===== src/rtl/inst_fetch_unit.sv =====
// Instruction fetch front end: issues word reads to instruction memory, buffers up
// to two fetched words with their PCs, and hands them to decode over valid/ready.
module inst_fetch_unit #(
    parameter int                   WORD_SIZE = 16,
    parameter logic [WORD_SIZE-1:0] RESET_PC  = '0
) (
    input  logic                 clk,
    input  logic                 reset_n,
    output logic                 i_readM,
    output logic [WORD_SIZE-1:0] i_address,
    input  logic [WORD_SIZE-1:0] i_data,
    input  logic                 i_inputReady,
    output logic [WORD_SIZE-1:0] inst,
    output logic [WORD_SIZE-1:0] inst_pc,
    output logic                 inst_valid,
    input  logic                 inst_ready,
    input  logic                 redirect,
    input  logic [WORD_SIZE-1:0] redirect_target,
    output logic [WORD_SIZE-1:0] num_fetch
);

    typedef enum logic [1:0] {
        S_IDLE,
        S_REQ,
        S_FULL,
        S_DISCARD
    } state_t;

    state_t               r_state;
    state_t               w_nextState;
    logic [WORD_SIZE-1:0] r_fetchPc;
    logic [WORD_SIZE-1:0] r_discardAddr;
    logic [WORD_SIZE-1:0] r_inst0;
    logic [WORD_SIZE-1:0] r_inst1;
    logic [WORD_SIZE-1:0] r_pc0;
    logic [WORD_SIZE-1:0] r_pc1;
    logic [1:0]           r_count;
    logic [WORD_SIZE-1:0] r_numFetch;

    logic                 w_pop;
    logic                 w_push;
    logic [1:0]           w_countNext;

    assign w_pop  = (r_count != 2'd0) && inst_ready;
    assign w_push = (r_state == S_REQ) && i_inputReady && !redirect;

    always_comb begin
        w_countNext = r_count;
        if (w_push && !w_pop) begin
            w_countNext = r_count + 2'd1;
        end else if (!w_push && w_pop) begin
            w_countNext = r_count - 2'd1;
        end
    end

    // A request already issued to memory is never withdrawn: a redirect while it is
    // outstanding parks the FSM in S_DISCARD until its completion strobe arrives.
    always_comb begin
        w_nextState = r_state;
        case (r_state)
            S_IDLE: begin
                w_nextState = S_REQ;
            end
            S_REQ: begin
                if (redirect) begin
                    w_nextState = i_inputReady ? S_REQ : S_DISCARD;
                end else if (w_push && (w_countNext == 2'd2)) begin
                    w_nextState = S_FULL;
                end
            end
            S_FULL: begin
                if (redirect || (w_countNext < 2'd2)) begin
                    w_nextState = S_REQ;
                end
            end
            S_DISCARD: begin
                if (i_inputReady) begin
                    w_nextState = S_REQ;
                end
            end
            default: begin
                w_nextState = S_IDLE;
            end
        endcase
    end

    always_ff @(posedge clk or negedge reset_n) begin
        if (!reset_n) begin
            r_state <= S_IDLE;
        end else begin
            r_state <= w_nextState;
        end
    end

    always_ff @(posedge clk or negedge reset_n) begin
        if (!reset_n) begin
            r_fetchPc     <= RESET_PC;
            r_discardAddr <= RESET_PC;
        end else begin
            if (redirect) begin
                r_fetchPc <= redirect_target;
            end else if (w_push) begin
                r_fetchPc <= r_fetchPc + 1'b1;
            end
            if ((r_state == S_REQ) && redirect && !i_inputReady) begin
                r_discardAddr <= r_fetchPc;
            end
        end
    end

    // Entry 0 is always the head; a pop shifts entry 1 down so FIFO order survives
    // a simultaneous push and pop.
    always_ff @(posedge clk or negedge reset_n) begin
        if (!reset_n) begin
            r_count <= 2'd0;
            r_inst0 <= '0;
            r_inst1 <= '0;
            r_pc0   <= '0;
            r_pc1   <= '0;
        end else if (redirect) begin
            r_count <= 2'd0;
        end else begin
            r_count <= w_countNext;
            if (w_pop) begin
                if (w_push && (r_count == 2'd1)) begin
                    r_inst0 <= i_data;
                    r_pc0   <= r_fetchPc;
                end else begin
                    r_inst0 <= r_inst1;
                    r_pc0   <= r_pc1;
                    if (w_push) begin
                        r_inst1 <= i_data;
                        r_pc1   <= r_fetchPc;
                    end
                end
            end else if (w_push) begin
                if (r_count == 2'd0) begin
                    r_inst0 <= i_data;
                    r_pc0   <= r_fetchPc;
                end else begin
                    r_inst1 <= i_data;
                    r_pc1   <= r_fetchPc;
                end
            end
        end
    end

    always_ff @(posedge clk or negedge reset_n) begin
        if (!reset_n) begin
            r_numFetch <= '0;
        end else if (w_pop) begin
            r_numFetch <= r_numFetch + 1'b1;
        end
    end

    assign i_readM    = (r_state == S_REQ) || (r_state == S_DISCARD);
    assign i_address  = (r_state == S_DISCARD) ? r_discardAddr : r_fetchPc;
    assign inst       = r_inst0;
    assign inst_pc    = r_pc0;
    assign inst_valid = (r_count != 2'd0);
    assign num_fetch  = r_numFetch;

endmodule


===== config.mk =====
export PLATFORM = sky130hd
export DESIGN_NAME = inst_fetch_unit
export DESIGN_NICKNAME = d
export VERILOG_FILES = /design/src/rtl/inst_fetch_unit.sv
export SDC_FILE = /design/constraint.sdc
export NUM_CORES = 1
export LEC_CHECK = 0
export CAP_MARGIN = 15
export CORE_MARGIN = 5
export CORE_UTILIZATION = 55
export CTS_CLUSTER_SIZE = 16
export DETAILED_ROUTE_END_ITERATION = 10
export PLACE_DENSITY = 0.84
export SLEW_MARGIN = 20
export SYNTH_ARGS = -nofsm -noshare
export SYNTH_HDL_FRONTEND = slang
export SYNTH_SLANG_ARGS = --single-unit

===== constraint.sdc =====
create_clock -name clk -period 3.3 [get_ports clk]
set_clock_uncertainty 0.15 [all_clocks]
set_input_delay 0.99 -clock clk [delete_from_list [all_inputs] [get_ports clk]]
set_output_delay 0.99 -clock clk [all_outputs]
set_load 0.03 [all_outputs]

==> reports/results.md <==
| Step | Metric | Value |
|---|---|---|
| detailed routing | Detailed-route via count | 4104 |
| sta | Portion of the clock cycle consumed by the worst path in the final layout | 0.965 |
| die | Height of the die | 109 µm |
| global routing | Number of antenna violations at the first check in global routing | 0 |
| cells and area | Layout cells sized above 1 | 0.194 |
| synth | Post-synthesis area per instance | 10.7 µm² |
| detailed routing | Antenna-violating nets left | 0 |
| detailed routing | Detail-routed net length per standard cell | 16.6 µm |
| global routing | Final global-route overflow total | 0 |
| worst setup path | Endpoint type of the worst setup path | output port |
| detailed routing | Iteration-0 DRC Markers | 217 |
| cts | Worst-case clock buffer depth | 2 |
| synth | Portion of the post-synthesis area used by sequential elements | 0.542 |
| placed design | Half-perimeter wire length after placement | 8.33 mm |
| cells and area | Area Overhead vs Synth | 33.1% |
| detailed routing | Vias per Instance | 5.51 |
| cts | Cell at the root of the clock tree | sky130_fd_sc_hd__clkbuf_8 |
| die | Row count | 36 |
| sta | Unrepaired setup endpoints after global routing | false |
| worst setup path | Capture instance of the worst register-to-register path | inst[10]$_DFFE_PN0P_ |
| placed design | IO Port Bufs | 102 |
| cells and area | N_diodes | 0 |
| cts | CTS clk-pin slew, worst paths | 0.06 ns |
| worst setup path | Critical path data required time | 2.16 ns |
| sta | Final setup violation count | 0 |
| synth | Gate Count Post-Synth | 499 |
| global routing | Vias in the first global route | 4195 |
| cts | Total CTS buffers | 17 |
| sta | Time the final worst path needs with I/O delays and setup | 3.18 ns |
| sta | Max Slew Vio Count | 0 |
| die | Initial cell density of the core | 0.556 |
| worst hold path | Class of the tightest hold or removal check | input port to asynchronous set/reset pin |
| cts | Hold-fix buffers, CTS | 0 |
| worst setup path | CP max FO | 16 |
| cts | Clock Sinks | 116 |
| global routing | First-pass GRT wire length | 20.6 mm |
| cells and area | # fillers | 702 |
| flow run | Number of max-cap violations | 0 |
| cells and area | Final layout net count | 640 |
| synth | Cell Area, Synth | 5360 µm² |
| worst setup path | Internal reg-to-reg setup slack | 1.02 ns |
| cells and area | Most common library cell in the layout ignoring fill and taps | sky130_fd_sc_hd__dfrtp_1 |
| worst setup path | Crit start category | flip-flop |
| placed design | Placer congestion estimate | 0.800 |
| synth | FF+latch count, synth | 116 |
| synth | Top cells by area in the synthesized netlist | sky130_fd_sc_hd__dfrtp_1, sky130_fd_sc_hd__mux2_2, sky130_fd_sc_hd__nand2_1, sky130_fd_sc_hd__a31oi_1, sky130_fd_sc_hd__xnor2_1 |
| global routing | All-Layer GR Usage | 0.223 |
| worst setup path | Critical Path End | i_address[13] |
| worst setup path | Critical path, cell by cell | nand2_1 > buf_4 > mux2_2 > dlygate4sd2_1 |
| die | CORE AREA | 9640 µm² |
| cts | Deepest level of the CTS H-tree | 4 |
| worst setup path | Slowest cell on the critical path | sky130_fd_sc_hd__dfrtp_1 |
| sta | Highest achievable clock rate | 314 MHz |
| die | Horizontal extent of the die | 109 µm |
| cts | Clk_lat worst skew | 0.51 ns |
| worst setup path | Critical Path Max Stage Delay | 0.46 ns |
| worst setup path | Critical path class | flip-flop to output port |
| synth | Warnings, synthesis | 0 |
| synth | Distinct cell type count after synthesis | 40 |
| power and ir drop | Pwr per Cell Area | 934 nW/µm² |
| worst setup path | Crit path from | r_state[1]$_DFFE_PN0P_ |
| synth | Post-Synthesis Net Count | 540 |
| sta | Sum of negative setup slack | 0 ns |
| sta | Relative slew slack | 0.649 |
| power and ir drop | Leakage power total | 3.01 nW |
| run status | Status | finished, final reports clean |
| cells and area | Most frequent cells in the layout | sky130_fd_sc_hd__dfrtp_1, sky130_fd_sc_hd__nand2_1, sky130_fd_sc_hd__clkdlybuf4s50_1 |
| worst setup path | Worst r2r path cells | 7 |
| worst setup path | Origin of the critical flop-to-flop path | r_count[1]$_DFF_PN0_ |
| detailed routing | Number of remaining DRC errors | 0 |
| global routing | Largest net degree at the start of global routing | 65 |
| synth | Area share of the leading cell type in the synthesized netlist | 0.542 |
| sta | Number of hold violations in the final report | 0 |
| detailed routing | Routed wire length | 12.4 mm |
| die | I/O pins | 103 |
| cts | Clock tree from TritonCTS | built |
| power and ir drop | Total power | 6.66 mW |
| worst setup path | Arrival time worst endpoint | 2.04 ns |
| detailed routing | First-pass DRT Iterations | 6 |
| power and ir drop | Worst-case vdd ir drop | 515 µV |
| sta | Slew at the pin with the worst max-slew slack | 0.526 ns |
| synth | Leading area contributor after synthesis | sky130_fd_sc_hd__dfrtp_1 |
| die | Die Footprint | 11800 µm² |
kinds of logic (layout without fill, tap and decap cells):
family | count (synthesis) | count (layout) | share of synthesized area
AOI/OAI and AO/OA | 59 | 59 | 0.0663
adders and majority gates | 4 | 4 | 0.00934
DFF | 116 | 116 | 0.542
and+or+nand+nor | 180 | 180 | 0.154
muxes | 67 | 67 | 0.140
buffers and inverters | 43 | 156 | 0.0388
xor gates and xnor gates | 30 | 30 | 0.0490
where the power goes:
part	switching [mW]	internal, mW
Combinational	1.40	1.13
Clock	0.632	1.19
Sequential	0.357	1.96
Total	2.39	4.27
metal layers:
layer / wire length (µm) / share of wire / global-route usage
met4: 119 / 0.0096 / 0.0730
met3: 801 / 0.065 / 0.0675
met1: 5270 / 0.43 / 0.284
met2: 6170 / 0.50 / 0.366
met5: 0 / 0 / 0
worst max-delay path, delay by kind of cell (launching register included):
kind	cells	cell delay, ns
buf+inv	2	0.60
flops	1	0.46
mux	1	0.38
simple gates	1	0.09
worst min-delay path by stage:
stage	startpoint	end	slack [ns]	depth (start not counted)
floorplan	r_pc1[6]$_DFFE_PN0P_	r_pc1[6]$_DFFE_PN0P_	0.30	2
global placement	r_pc1[9]$_DFFE_PN0P_	r_pc1[9]$_DFFE_PN0P_	0.31	2
detailed placement	num_fetch[15]$_DFFE_PN0N_	num_fetch[15]$_DFFE_PN0N_	0.32	1
CTS	reset_n	num_fetch[9]$_DFFE_PN0N_	0.32	1
global route	reset_n	num_fetch[8]$_DFFE_PN0N_	0.33	1
finish	reset_n	num_fetch[9]$_DFFE_PN0N_	0.32	1
sequential cells by signal, summed over array words and instances, names as in the netlist:
signal	flops
inst_pc	16
r_count	2
r_fetchPc	16
r_discardAddr	16
r_state	2
num_fetch	16
inst	16
r_pc1	16
r_inst1	16
cell type report:
cell class | instances | area (µm²) | area share
sequential | 116 | 2900 | 0.407
multi-input combinational | 340 | 2260 | 0.317
timing repair buffer | 117 | 1170 | 0.165
clock buffer | 20 | 445 | 0.0624
tap | 133 | 166 | 0.0233
clock inverter | 12 | 154 | 0.0216
inverter | 7 | 26.3 | 0.00368
cell usage after synthesis:
master                      instances
sky130_fd_sc_hd__o21ai_0           15
sky130_fd_sc_hd__nand4b_1           2
sky130_fd_sc_hd__xnor2_1           24
sky130_fd_sc_hd__or3_1              1
sky130_fd_sc_hd__mux2i_1            2
sky130_fd_sc_hd__buf_4              3
sky130_fd_sc_hd__mux2_2            65
sky130_fd_sc_hd__nand4_1           11
sky130_fd_sc_hd__and3_1             2
sky130_fd_sc_hd__nand4_4            1
sky130_fd_sc_hd__clkbuf_1          15
sky130_fd_sc_hd__clkbuf_2           2
sky130_fd_sc_hd__nor3_2             1
sky130_fd_sc_hd__nand3b_4           1
sky130_fd_sc_hd__nand3_1           10
sky130_fd_sc_hd__o32ai_1            1
sky130_fd_sc_hd__dfrtp_1          116
sky130_fd_sc_hd__inv_1              6
sky130_fd_sc_hd__a31o_2             1
sky130_fd_sc_hd__inv_2              1
sky130_fd_sc_hd__a22oi_1            1
sky130_fd_sc_hd__nand2_1           93
sky130_fd_sc_hd__nor3_1             3
sky130_fd_sc_hd__a31oi_1           35
sky130_fd_sc_hd__and3b_1            1
sky130_fd_sc_hd__a211oi_1           1
sky130_fd_sc_hd__nor4_1             7
sky130_fd_sc_hd__buf_6              2
sky130_fd_sc_hd__nor2_1            39
sky130_fd_sc_hd__buf_2             14
sky130_fd_sc_hd__a21oi_1            4
sky130_fd_sc_hd__xor2_1             6
sky130_fd_sc_hd__or4_1              1
sky130_fd_sc_hd__nor2b_1            2
sky130_fd_sc_hd__nand2b_1           2
sky130_fd_sc_hd__ha_1               4
sky130_fd_sc_hd__and2_1             1
sky130_fd_sc_hd__and4_1             1
sky130_fd_sc_hd__nor4bb_1           1
sky130_fd_sc_hd__o2bb2ai_1          1
through the flow:
stage               worst slack, ns  hold slack (ns)  instances  utilization  instance area (µm²)
finish                        0.117            0.319        745        0.740                 7130
global route                 0.0194            0.330        745        0.740                 7130
CTS                           0.106            0.315        745        0.740                 7130
detailed placement            0.313            0.316        713        0.680                 6550
global placement              0.336            0.312        713        0.680                 6550
floorplan                     0.664            0.300        499            -                 5360
repair_timing:
item / in CTS / in global routing
setup buffers: 0 / 0
setup endpoints to repair: 16 / 0
gates resized for setup: 16 / 0
(Power assumes the default switching activity.)
